[config.mk]
export PLATFORM = sky130hd
export DESIGN_NAME = alu_arbiter
export DESIGN_NICKNAME = d
export VERILOG_FILES = /design/src/rtl/alu_arbiter.sv
export SDC_FILE = /design/constraint.sdc
export NUM_CORES = 1
export LEC_CHECK = 0
export ABC_AREA = 1
export ABC_CLOCK_PERIOD_IN_PS = 1350
export CAP_MARGIN = 30
export CORE_MARGIN = 2
export CORE_UTILIZATION = 41
export CTS_BUF_LIST = sky130_fd_sc_hd__clkbuf_4 sky130_fd_sc_hd__clkbuf_8
export DETAILED_ROUTE_END_ITERATION = 16
export GPL_TIMING_DRIVEN = 0
export PLACE_DENSITY = 0.83
export SLEW_MARGIN = 20
export SYNTH_ARGS = -nofsm -noshare
export SYNTH_HDL_FRONTEND = slang
export SYNTH_SLANG_ARGS = --single-unit
export TNS_END_PERCENT = 100
[constraint.sdc]
create_clock -name clk -period 1.35 [get_ports clk]
set_input_delay 0.27 -clock clk [delete_from_list [all_inputs] [get_ports clk]]
set_output_delay 0.27 -clock clk [all_outputs]
set_load 0.03 [all_outputs]
[src/rtl/alu_arbiter.sv]
// alu_arbiter: two-requester arbiter sharing one combinational ALU behind registered operands.
// Define ALU_ARB_RR_EN for round-robin tie-breaking; default is fixed priority (req0 wins).
module alu_arbiter #(
    parameter int DW     = 4,
    parameter int SW     = 3,
    parameter int SETTLE = 1
) (
    input  logic          clk,
    input  logic          rst,
    input  logic          req0,
    input  logic [SW-1:0] s0,
    input  logic [DW-1:0] a0,
    input  logic [DW-1:0] b0,
    input  logic          cin0,
    output logic          gnt0,
    output logic          done0,
    input  logic          req1,
    input  logic [SW-1:0] s1,
    input  logic [DW-1:0] a1,
    input  logic [DW-1:0] b1,
    input  logic          cin1,
    output logic          gnt1,
    output logic          done1,
    output logic [SW-1:0] alu_s,
    output logic [DW-1:0] alu_a,
    output logic [DW-1:0] alu_b,
    output logic          alu_cin,
    input  logic [DW-1:0] alu_y,
    output logic [DW-1:0] y_out,
    output logic          busy
);
    localparam int CW = SETTLE > 1 ? $clog2(SETTLE) : 1;
    typedef enum logic [1:0] {IDLE, ISSUE, DONE} state_t;
    state_t state, state_next;
    logic [CW-1:0] cnt;
    logic win1, owner, settled, start;
`ifdef ALU_ARB_RR_EN
    // rr names the requester preferred on a tie; it flips away from each winner
    logic rr;
    assign win1 = req1 & (~req0 | rr);
    always_ff @(posedge clk or posedge rst)
        if (rst) rr <= 1'b0;
        else if (start) rr <= ~win1;
`else
    assign win1 = req1 & ~req0;
`endif
    assign start   = (state == IDLE) & (req0 | req1);
    assign settled = cnt == CW'(SETTLE - 1);
    assign busy    = state != IDLE;
    always_comb begin
        state_next = IDLE;
        if (state == IDLE) state_next = start ? ISSUE : IDLE;
        else if (state == ISSUE) state_next = settled ? DONE : ISSUE;
    end
    always_ff @(posedge clk or posedge rst) begin
        if (rst) begin
            state   <= IDLE;
            cnt     <= '0;
            owner   <= 1'b0;
            gnt0    <= 1'b0;
            gnt1    <= 1'b0;
            done0   <= 1'b0;
            done1   <= 1'b0;
            alu_s   <= '0;
            alu_a   <= '0;
            alu_b   <= '0;
            alu_cin <= 1'b0;
            y_out   <= '0;
        end else begin
            state <= state_next;
            gnt0  <= 1'b0;
            gnt1  <= 1'b0;
            done0 <= 1'b0;
            done1 <= 1'b0;
            if (start) begin
                owner   <= win1;
                gnt0    <= ~win1;
                gnt1    <= win1;
                alu_s   <= win1 ? s1 : s0;
                alu_a   <= win1 ? a1 : a0;
                alu_b   <= win1 ? b1 : b0;
                alu_cin <= win1 ? cin1 : cin0;
                cnt     <= '0;
            end
            if (state == ISSUE) begin
                cnt <= cnt + 1'b1;
                if (settled) begin
                    y_out <= alu_y;
                    done0 <= ~owner;
                    done1 <= owner;
                end
            end
        end
    end
endmodule

Yosys cells after proc, flatten, opt, wreduce, memory -nomap -nowiden --
Cells that the tools add are included.
Storage, ports and cells: register bits 24, input bits 32, output and inout bits 21, word-level logic and storage cells 41
Cells by class: add/subtract/negate cells 1, equality and inequality tests 1, multiplexer cells 16, bitwise logic cells 7, reductions and logical operators 4
Operators by type and width (number):
- $mux W1 | 10
- $mux W4 | 2
- $mux W2 | 3
- $not A1 Y1 | 4
- $reduce_bool A2 Y1 | 2
- $mux W3 | 1
- $and A1 B1 Y1 | 2
- $eq A2 B1 Y1 const B | 1
- $logic_not A2 Y1 | 1
- $reduce_and A2 Y1 | 1
- $add A1 B1 Y1 const B | 1
- $or A1 B1 Y1 | 1

Depth between registers and ports, before layout --
Gate-level depths: netlist of the first run.
word-level depth 4, mapped depth 7, depth with buffers taken out 6

Least setup slack after synthesis of the first run --
No wires, ideal clock.
kind register to register, start reg state[1], end reg alu_a[0], setup time 65 ps, data arrival time 1108 ps, data required time 1285 ps, path slack 177 ps, stages on the path, launching flop included 7, period minus slack after synthesis 1173 ps, path through dfrtp_1 inv_1 nand2_1 nor2_4 buf_6 nand2_1 nand2_1
Between the ends: word-level cells in the longest chain between the ends 2
RTL lines:
- from (decl) | RTL line 34 | state_t state, state_next;
- from (signal assigned) | RTL line 70 | state <= state_next;
- $logic_not A2 Y1 | RTL line 47 | assign start = (state == IDLE) & (req0 | req1);
- $and A1 B1 Y1 | RTL line 47
- to (signal assigned) | RTL line 80 | alu_a <= win1 ? a1 : a0;
- to (decl) | RTL line 25 | output logic [DW-1:0] alu_a,
Every way passes these cells. A chain may end at the register's enable or synchronous reset.

Worst setup path after layout of the first run --
start reg state[1], end out busy
Between the ends: word-level cells in the longest chain between the ends 1
RTL lines:
- $reduce_bool A2 Y1 | RTL line 49 | assign busy = state != IDLE;
- to (decl) | RTL line 30 | output logic busy
Every way passes these cells.

==> results.json, run 1 <==
{
  "seq_power_share_pct": 34.3,
  "syn-mean-instance-area_um2": 7.909,
  "cts_tree": "built",
  "p_leak_nw": 0.8918,
  "reg2reg_slack_ns": 0.18,
  "yosysTopAreaCellShare_pct": 55.43,
  "grt_max_degree": 25,
  "die_w_um": 55.41,
  "rows": 18,
  "min_path_type": "in -> async",
  "path_cells": "inv_2 > nand2_4 > buf_6",
  "yosysWarnings": 0,
  "cts_sinks": 24,
  "grt_first_pass_wirelength_um": 4526,
  "setup_violations": 0,
  "syn-num-nets": 169,
  "final_cells": 225,
  "dr.pass1.iters": 4,
  "cpPeakStageDelay_ns": 0.42,
  "worst_pin_slew_ns": 0.4598,
  "h-tree-depth": 1,
  "end_kind": "output port",
  "p_sw_mw": 1.595,
  "hpwl_um": 1976,
  "drt-total-wl_um": 2684,
  "critical_path_buf_inv_count": 2,
  "die_area_um2": 3070,
  "hold_slack_ns": 0.2559,
  "ir_worst_vdd_v": 0.001559,
  "slew_headroom_pct": 69.31,
  "mostFrequentLayoutCells": "nand2_1 (75), clkdlybuf4s50_1 (31), dfrtp_1 (24)",
  "wl_per_cell_um": 11.93,
  "antenna_cells": 0,
  "rsz0062_at_grt": "yes",
  "pwr-share-comb_pct": 51.2,
  "regToRegEndpoint": "y_out[0]",
  "vias": 1090,
  "max_freq_mhz": 758.0,
  "post_dp_cell_area_um2": 1642,
  "layout-drive-gt1-share_pct": 19.49,
  "reg2reg_depth": 5,
  "p_int_mw": 1.925,
  "cts_made_buffers": 3,
  "dp.cells": 219,
  "synthDistinctLibCells": 14,
  "cts_buffer_depth": 2,
  "synth_area_leaders": "dfrtp_1 (55%), nand2_1 (26%), nand3_1 (6.0%)",
  "fin_nets": 228,
  "drv_slew": 0,
  "fp.dieH_um": 55.41,
  "period_minus_slack_ns": 1.319,
  "ioPinCount": 53,
  "critPathKind": "reg -> out",
  "cp.required_ns": 1.08,
  "final_core_util_pct": 65.47,
  "swShare_pct": 45.30,
  "setup_slack_ns": 0.03077,
  "grt_pass1_vias": 1041,
  "tns_ns": 0,
  "cts-root-buf": "clkbuf_4",
  "worstSkewPairLatency_ns": 0.31,
  "fin_skew_ns": 0.003157,
  "finalHoldViolCount": 0,
  "r2r-start": "state[0]",
  "first_iter_violations": 21,
  "yosys_register_bits": 24,
  "synth_area_um2": 1084,
  "dp_slack_ns": -0.2484,
  "arrival_ns": 1.05,
  "gr-usage-all-layers_pct": 18.22,
  "ctsHoldBuffers": 0,
  "critPathSlowestCell": "dfrtp_1",
  "crit_family": "flip-flops",
  "status": "completed",
  "antenna_found_initial": 0,
  "finalCritPeriodShare_pct": 97.72,
  "ys_seq_area_share_pct": 55.43,
  "syn_to_final_growth_pct": 51.04,
  "critPathLaunchType": "register",
  "syn_inst": 137,
  "portBuffers": 52,
  "drc": 0,
  "synth_top_area_cell": "dfrtp_1",
  "critPathMaxFanout": 4,
  "viasPerCell": 4.844,
  "layout_commonest_cell": "nand2_1",
  "clk_pin_slew_ns": 0.13,
  "p_per_area_nw_per_um2": 2151,
  "gp_congestion": 0.7805,
  "grt_overflow": 0,
  "clkPwrFrac_pct": 14.5,
  "initial_core_util_pct": 43.34,
  "postLayoutCellArea_um2": 1637,
  "core_area_um2": 2500,
  "cap_violations": 0,
  "power_mw": 3.520,
  "ant_nets": 0
}
[kinds of logic (layout without fill, tap and decap cells)]
group	count (synthesis)	in the layout	share of synthesized area (%)
and+or+nand+nor	97	97	36.26
buffers and inverters	12	70	6.121
DFF	24	24	55.43
AOI/OAI and AO/OA	4	4	2.194
[how the worst max path moves through the flow]
stage	start	end	slack, ns	cells after the start
after CTS	state[0]	busy	-0.005	3
after global placement	req1	state[0]	-0.22	4
after global routing	state[1]	busy	-0.03	3
after floorplan	state[1]	alu_a[0]	0.18	6
after detailed placement	req1	state[0]	-0.25	4
final	state[1]	busy	0.03	3
[final cells by class]
class                      count  area, um2
fill                         223      863.3
sequential                    24      600.6
timing repair buffer          54      455.4
multi-input combinational    101      424.2
buffer                         5      40.04
tap                           30      37.54
clock inverter                 1      30.03
inverter                       7      26.28
clock buffer                   3      22.52
[what timing repair did]
action | CTS | global route
setup buffers | 0 | 1
resized for setup | 44 | 26
pin swaps | 1 | 0
endpoints found under the setup margin | 21 | 20
[flip-flops by register name, indices dropped and copies added, names as in the netlist]
signal / cells
gnt0: 1
alu_a: 4
owner: 1
alu_b: 4
state: 2
gnt1: 1
done1: 1
y_out: 4
alu_s: 3
done0: 1
cnt: 1
alu_cin: 1
[per-layer routing]
layer | GRT usage [%] | routed length [um]
met5 | 0 | 0
met4 | 6.272 | 32
met3 | 4.215 | 158
met2 | 34.01 | 1327
met1 | 19.94 | 1165
[power by group through the flow]
stage                     registers [mW]  clock network [mW]  logic, mW
after detailed placement            1.22                   0       1.99
final                               1.21               0.511       1.80
after global routing                1.25               0.557       1.96
after CTS                           1.21               0.521       1.87
after floorplan                     1.75                   0      0.626
after global placement              1.21                   0       1.95
[synth_stat cells (all sizes together)]
cell / instances
inv: 7
nand3: 13
nand2: 77
dfrtp: 24
a21oi: 1
buf: 5
o21ai: 3
nor2: 7
Power figures use the tool's default switching activity.
==> run 2, diff against run 1 <==
--- a/config.mk
+++ b/config.mk
@@ -6,14 +6,14 @@
 export NUM_CORES = 1
 export LEC_CHECK = 0
 export ABC_AREA = 1
-export ABC_CLOCK_PERIOD_IN_PS = 1350
+export ABC_CLOCK_PERIOD_IN_PS = 1400
 export CAP_MARGIN = 30
 export CORE_MARGIN = 2
 export CORE_UTILIZATION = 41
 export CTS_BUF_LIST = sky130_fd_sc_hd__clkbuf_4 sky130_fd_sc_hd__clkbuf_8
 export DETAILED_ROUTE_END_ITERATION = 16
 export GPL_TIMING_DRIVEN = 0
-export PLACE_DENSITY = 0.83
+export PLACE_DENSITY = 0.81
 export SLEW_MARGIN = 20
 export SYNTH_ARGS = -nofsm -noshare
 export SYNTH_HDL_FRONTEND = slang
==> constraint.sdc (replaced) <==
create_clock -name clk -period 1.4 [get_ports clk]
set_input_delay 0.28 -clock clk [delete_from_list [all_inputs] [get_ports clk]]
set_output_delay 0.28 -clock clk [all_outputs]
set_load 0.03 [all_outputs]
==> run 2 against run 1 <==
- flip-flop and latch count did not move
- routed wire length rose by 3.3%
- highest routed layer is now met3
- non-clock buffer count fell by 1
- final area rose by 3.4%
- hold slack got worse by 0.033 ns
- clock power fell by 29%
- utilization rose by 2.3 points
- die area did not move
- cell count fell by 0.44%
- critical path type unchanged
- clock-buffer cell count rose by 1
- sequential power barely moved
- first-iteration DRC count rose by 110%
==> results.json, run 2 (synthesis gave the netlist of run 1 again) <==
{
  "slew_headroom_pct": 75.47,
  "dr.pass1.iters": 4,
  "swShare_pct": 46.17,
  "die_area_um2": 3070,
  "path_cells": "dlygate4sd2_1",
  "critPathKind": "reg -> out",
  "worstSkewPairLatency_ns": 0.31,
  "setup_violations": 0,
  "grt_max_degree": 25,
  "power_mw": 3.310,
  "post_dp_cell_area_um2": 1642,
  "viasPerCell": 4.696,
  "crit_family": "buffers and inverters",
  "cts_buffer_depth": 2,
  "finalCritPeriodShare_pct": 97.62,
  "max_freq_mhz": 731.7,
  "grt_first_pass_wirelength_um": 4643,
  "wl_per_cell_um": 12.38,
  "p_sw_mw": 1.528,
  "cts_made_buffers": 3,
  "drv_slew": 0,
  "first_iter_violations": 44,
  "ant_nets": 0,
  "critPathSlowestCell": "dlygate4sd2_1",
  "fin_skew_ns": 0.005459,
  "gr-usage-all-layers_pct": 18.82,
  "cts_sinks": 24,
  "clkPwrFrac_pct": 10.9,
  "clk_pin_slew_ns": 0.13,
  "core_area_um2": 2500,
  "grt_pass1_vias": 1051,
  "finalHoldViolCount": 0,
  "critPathMaxFanout": 2,
  "regToRegEndpoint": "alu_a[3]",
  "cpPeakStageDelay_ns": 0.40,
  "reg2reg_slack_ns": 0.24,
  "worst_pin_slew_ns": 0.3675,
  "r2r-start": "state[0]",
  "fillers": 197,
  "drc": 0,
  "p_int_mw": 1.782,
  "final_core_util_pct": 67.72,
  "fp.dieH_um": 55.41,
  "die_w_um": 55.41,
  "cap_violations": 0,
  "portBuffers": 52,
  "vias": 1052,
  "critical_path_buf_inv_count": 1,
  "cts_tree": "built",
  "p_per_area_nw_per_um2": 1955,
  "antenna_found_initial": 0,
  "cp.required_ns": 1.12,
  "reg_top3": "alu_a (4), alu_b (4), y_out (4)",
  "syn_to_final_growth_pct": 56.24,
  "min_path_type": "in -> async",
  "cts-root-buf": "clkbuf_4",
  "fin_nets": 227,
  "period_minus_slack_ns": 1.367,
  "critical_path_depth": 1,
  "antenna_cells": 0,
  "ioPinCount": 53,
  "postLayoutCellArea_um2": 1693,
  "pwr-share-comb_pct": 53.6,
  "layout_commonest_cell": "nand2_1",
  "p_leak_nw": 0.9085,
  "layout-drive-gt1-share_pct": 9.794,
  "initial_core_util_pct": 43.34,
  "grt_overflow": 0,
  "status": "completed",
  "mostFrequentLayoutCells": "nand2_1 (75), clkdlybuf4s50_1 (31), dfrtp_1 (24)",
  "gp_congestion": 0.8183,
  "end_kind": "output port",
  "hpwl_um": 2036,
  "crit_end": "alu_s[2]",
  "drt-total-wl_um": 2772,
  "rows": 18,
  "seq_power_share_pct": 35.5,
  "h-tree-depth": 1,
  "arrival_ns": 1.09,
  "tns_ns": 0,
  "reg2reg_depth": 5,
  "ir_worst_vdd_v": 0.001254,
  "critPathLaunchType": "register",
  "startpoint": "alu_s[2]"
}
==> run 2: changes by cell type in the layout (fill, tap and decap cells not counted), sizes merged <==
cell	delta
buf	-1
dlygate4sd2	+10
bufinv	-1
clkbuf	-16
clkdlybuf4s15	+7
==> run 2: power groups by stage <==
stage | sequential, mW | combinational, mW | clock, mW
after floorplan | 1.68 | 0.603 | 0
after global placement | 1.17 | 1.89 | 0
after detailed placement | 1.18 | 1.92 | 0
after CTS | 1.16 | 1.74 | 0.369
after global routing | 1.21 | 1.93 | 0.392
final | 1.18 | 1.77 | 0.362
==> run 2: cell type report <==
class | instances | area [um2] | share of cell area (%)
Inverter | 7 | 26.28 | 1.552
Timing Repair Buffer | 53 | 528.0 | 31.19
Buffer | 5 | 40.04 | 2.365
Tap cell | 30 | 37.54 | 2.217
Multi-Input combinational cell | 101 | 424.2 | 25.06
Clock buffer | 4 | 36.28 | 2.143
Sequential cell | 24 | 600.6 | 35.48
==> run 2: how the worst min path moves through the flow <==
stage                     start       end  slack [ns]  depth (start not counted)
after global placement    owner     done0        0.41                          1
final                       rst  alu_a[3]        0.22                          2
after detailed placement  owner     done0        0.42                          1
after floorplan             rst  alu_a[0]        0.29                          1
after global routing        rst  alu_a[3]        0.23                          2
after CTS                 owner     done0        0.45                          1
==> run 2: stage by stage <==
| stage | instances | hold slack, ns | setup slack, ns |
|---|---|---|---|
| final | 224 | 0.2227 | 0.03328 |
| after global routing | 224 | 0.2321 | -0.007476 |
| after CTS | 223 | 0.4487 | 0.01053 |
| after detailed placement | 219 | 0.4203 | -0.1961 |
| after global placement | 219 | 0.4142 | -0.1868 |
| after floorplan | 137 | 0.2946 | 0.2270 |
==> run 2: routing by layer <==
metal | GRT usage [%] | wire, um
met3 | 3.747 | 190
met5 | 0 | 0
met1 | 23.30 | 1197
met4 | 4.181 | 0
met2 | 33.67 | 1384
==> run 2: repair_timing <==
action | 4_1_cts | 5_1_grt
setup buffers | 0 | 0
hold buffers | 0 | 0
endpoints found under the setup margin | 21 | 11
resized for setup | 27 | 14
==> run 3, diff against run 2 <==
--- a/config.mk
+++ b/config.mk
@@ -8,7 +8,6 @@
 export ABC_AREA = 1
 export ABC_CLOCK_PERIOD_IN_PS = 1400
 export CAP_MARGIN = 30
-export CORE_MARGIN = 2
 export CORE_UTILIZATION = 41
 export CTS_BUF_LIST = sky130_fd_sc_hd__clkbuf_4 sky130_fd_sc_hd__clkbuf_8
 export DETAILED_ROUTE_END_ITERATION = 16
==> run 3 against run 2 <==
- critical path depth unchanged
- critical endpoint is now alu_a[0]
- maximum frequency decreased by 0.22%
- non-clock buffer count increased by 1
- setup slack got worse by 0.0030 ns
- largest cell class unchanged
- hold slack got worse by 0.087 ns
- sequential share of layout area decreased by 0.34 points
- via count increased by 2.8%
- routed wire length decreased by 4.3%
- sequential power about the same
- register-to-register slack got worse by 0.09 ns
==> results.json, run 3 (synthesis gave the netlist of run 1 again) <==
{
  "fin_skew_ns": 0.007444,
  "fin_nets": 228,
  "vias": 1081,
  "antenna_cells": 0,
  "die_w_um": 53.41,
  "layout-drive-gt1-share_pct": 10.77,
  "cts_made_buffers": 3,
  "drc": 0,
  "first_iter_violations": 11,
  "drv_slew": 0,
  "rsz0062_at_grt": "no",
  "period_minus_slack_ns": 1.370,
  "drt-total-wl_um": 2653,
  "cp.required_ns": 1.12,
  "portBuffers": 52,
  "dp.cells": 219,
  "grt_pass1_vias": 1071,
  "crit_family": "buffers and inverters",
  "reg_top3": "alu_a (4), alu_b (4), y_out (4)",
  "syn_to_final_growth_pct": 57.74,
  "cts_buffer_depth": 2,
  "grt_first_pass_wirelength_um": 4257,
  "postLayoutCellArea_um2": 1709,
  "cts_tree": "built",
  "worstSkewPairLatency_ns": 0.31,
  "ant_nets": 0,
  "post_dp_cell_area_um2": 1642,
  "min_path_type": "in -> async",
  "critPathLaunchType": "register",
  "max_freq_mhz": 730.1,
  "critical_path_buf_inv_count": 1,
  "finalCritPeriodShare_pct": 97.84,
  "h-tree-depth": 1,
  "antenna_found_initial": 0,
  "grt_max_degree": 25,
  "viasPerCell": 4.804,
  "slew_headroom_pct": 79.31,
  "ioPinCount": 53,
  "gp_congestion": 0.7646,
  "final_cells": 225,
  "ctsHoldBuffers": 0,
  "finalHoldViolCount": 0,
  "cpPeakStageDelay_ns": 0.41,
  "critPathMaxFanout": 2,
  "cap_violations": 0,
  "worst_pin_slew_ns": 0.3115,
  "critPathSlowestCell": "dlygate4sd2_1",
  "layout_commonest_cell": "nand2_1",
  "critPathKind": "reg -> out",
  "gr-usage-all-layers_pct": 21.08,
  "setup_violations": 0,
  "ir_worst_vdd_v": 0.001513,
  "hpwl_um": 2000,
  "grt_overflow": 0,
  "fillers": 218,
  "fp.dieH_um": 53.41,
  "p_per_area_nw_per_um2": 2030,
  "die_area_um2": 2852,
  "end_kind": "output port",
  "path_cells": "dlygate4sd2_1",
  "cts_sinks": 24,
  "core_area_um2": 2477,
  "arrival_ns": 1.09,
  "mostFrequentLayoutCells": "nand2_1 (75), clkdlybuf4s50_1 (31), dfrtp_1 (24)",
  "rows": 18,
  "wl_per_cell_um": 11.79,
  "clk_pin_slew_ns": 0.13,
  "dr.pass1.iters": 4,
  "cts-root-buf": "clkbuf_4",
  "p_leak_nw": 0.9069,
  "initial_core_util_pct": 43.74,
  "status": "completed"
}
==> run 3: metal layers <==
layer	vias up	GRT usage, %	wire length, um
li1	538	-	-
met1	499	22.24	1072
met2	40	41.25	1368
met3	4	2.586	179
met4	0	7.895	34
met5	-	0	0
==> run 3: area by class of cell <==
type                       count  area [um2]  share of cell area [%]
clock buffer                   3       22.52                   1.318
multi-input combinational    101       424.2                   24.82
inverter                       7       26.28                   1.537
sequential                    24       600.6                   35.14
tap                           30       37.54                   2.196
buffer                         5       40.04                   2.343
timing repair buffer          54       528.0                   30.89
clock inverter                 1       30.03                   1.757
==> run 3: repair_timing <==
action,CTS,global route
buffers inserted,0,1
endpoints found under the setup margin,21,16
resized for setup,27,21
==> run 3: worst paths after layout <==
kind | startpoint | endpoint | slack [ns] | cells past startpoint
worst max-delay path | alu_a[0] | alu_a[0] | 0.03 | 1
worst min-delay path | rst | alu_s[2] | 0.14 | 2
worst max register to register | state[0] | alu_b[2] | 0.15 | 6
worst min register to register | owner | done0 | 0.44 | 1
max in group asynchronous | rst | y_out[0] | 0.89 | 3
min in group clk | owner | done0 | 0.44 | 1
==> run 3: metrics by stage <==
step | setup WS (ns) | util [%] | hold WS [ns] | total power [mW] | setup TNS, ns
detailed placement | -0.1893 | 66.26 | 0.4291 | 3.092 | -2.263
global route | 0.0001807 | 68.99 | 0.1288 | 3.716 | 0
finish | 0.03027 | 68.99 | 0.1359 | 3.469 | 0
global placement | -0.1786 | 66.26 | 0.4144 | 3.046 | -1.833
floorplan | 0.2270 | - | 0.2946 | 2.287 | 0
CTS | -0.004535 | 67.37 | 0.4472 | 3.405 | -0.004535
==> run 3: where the power goes <==
| part | internal (mW) | switching, mW |
|---|---|---|
| Combinational | 0.648 | 1.16 |
| Clock | 0.289 | 0.205 |
| Sequential | 1.00 | 0.160 |
| Total | 1.94 | 1.53 |
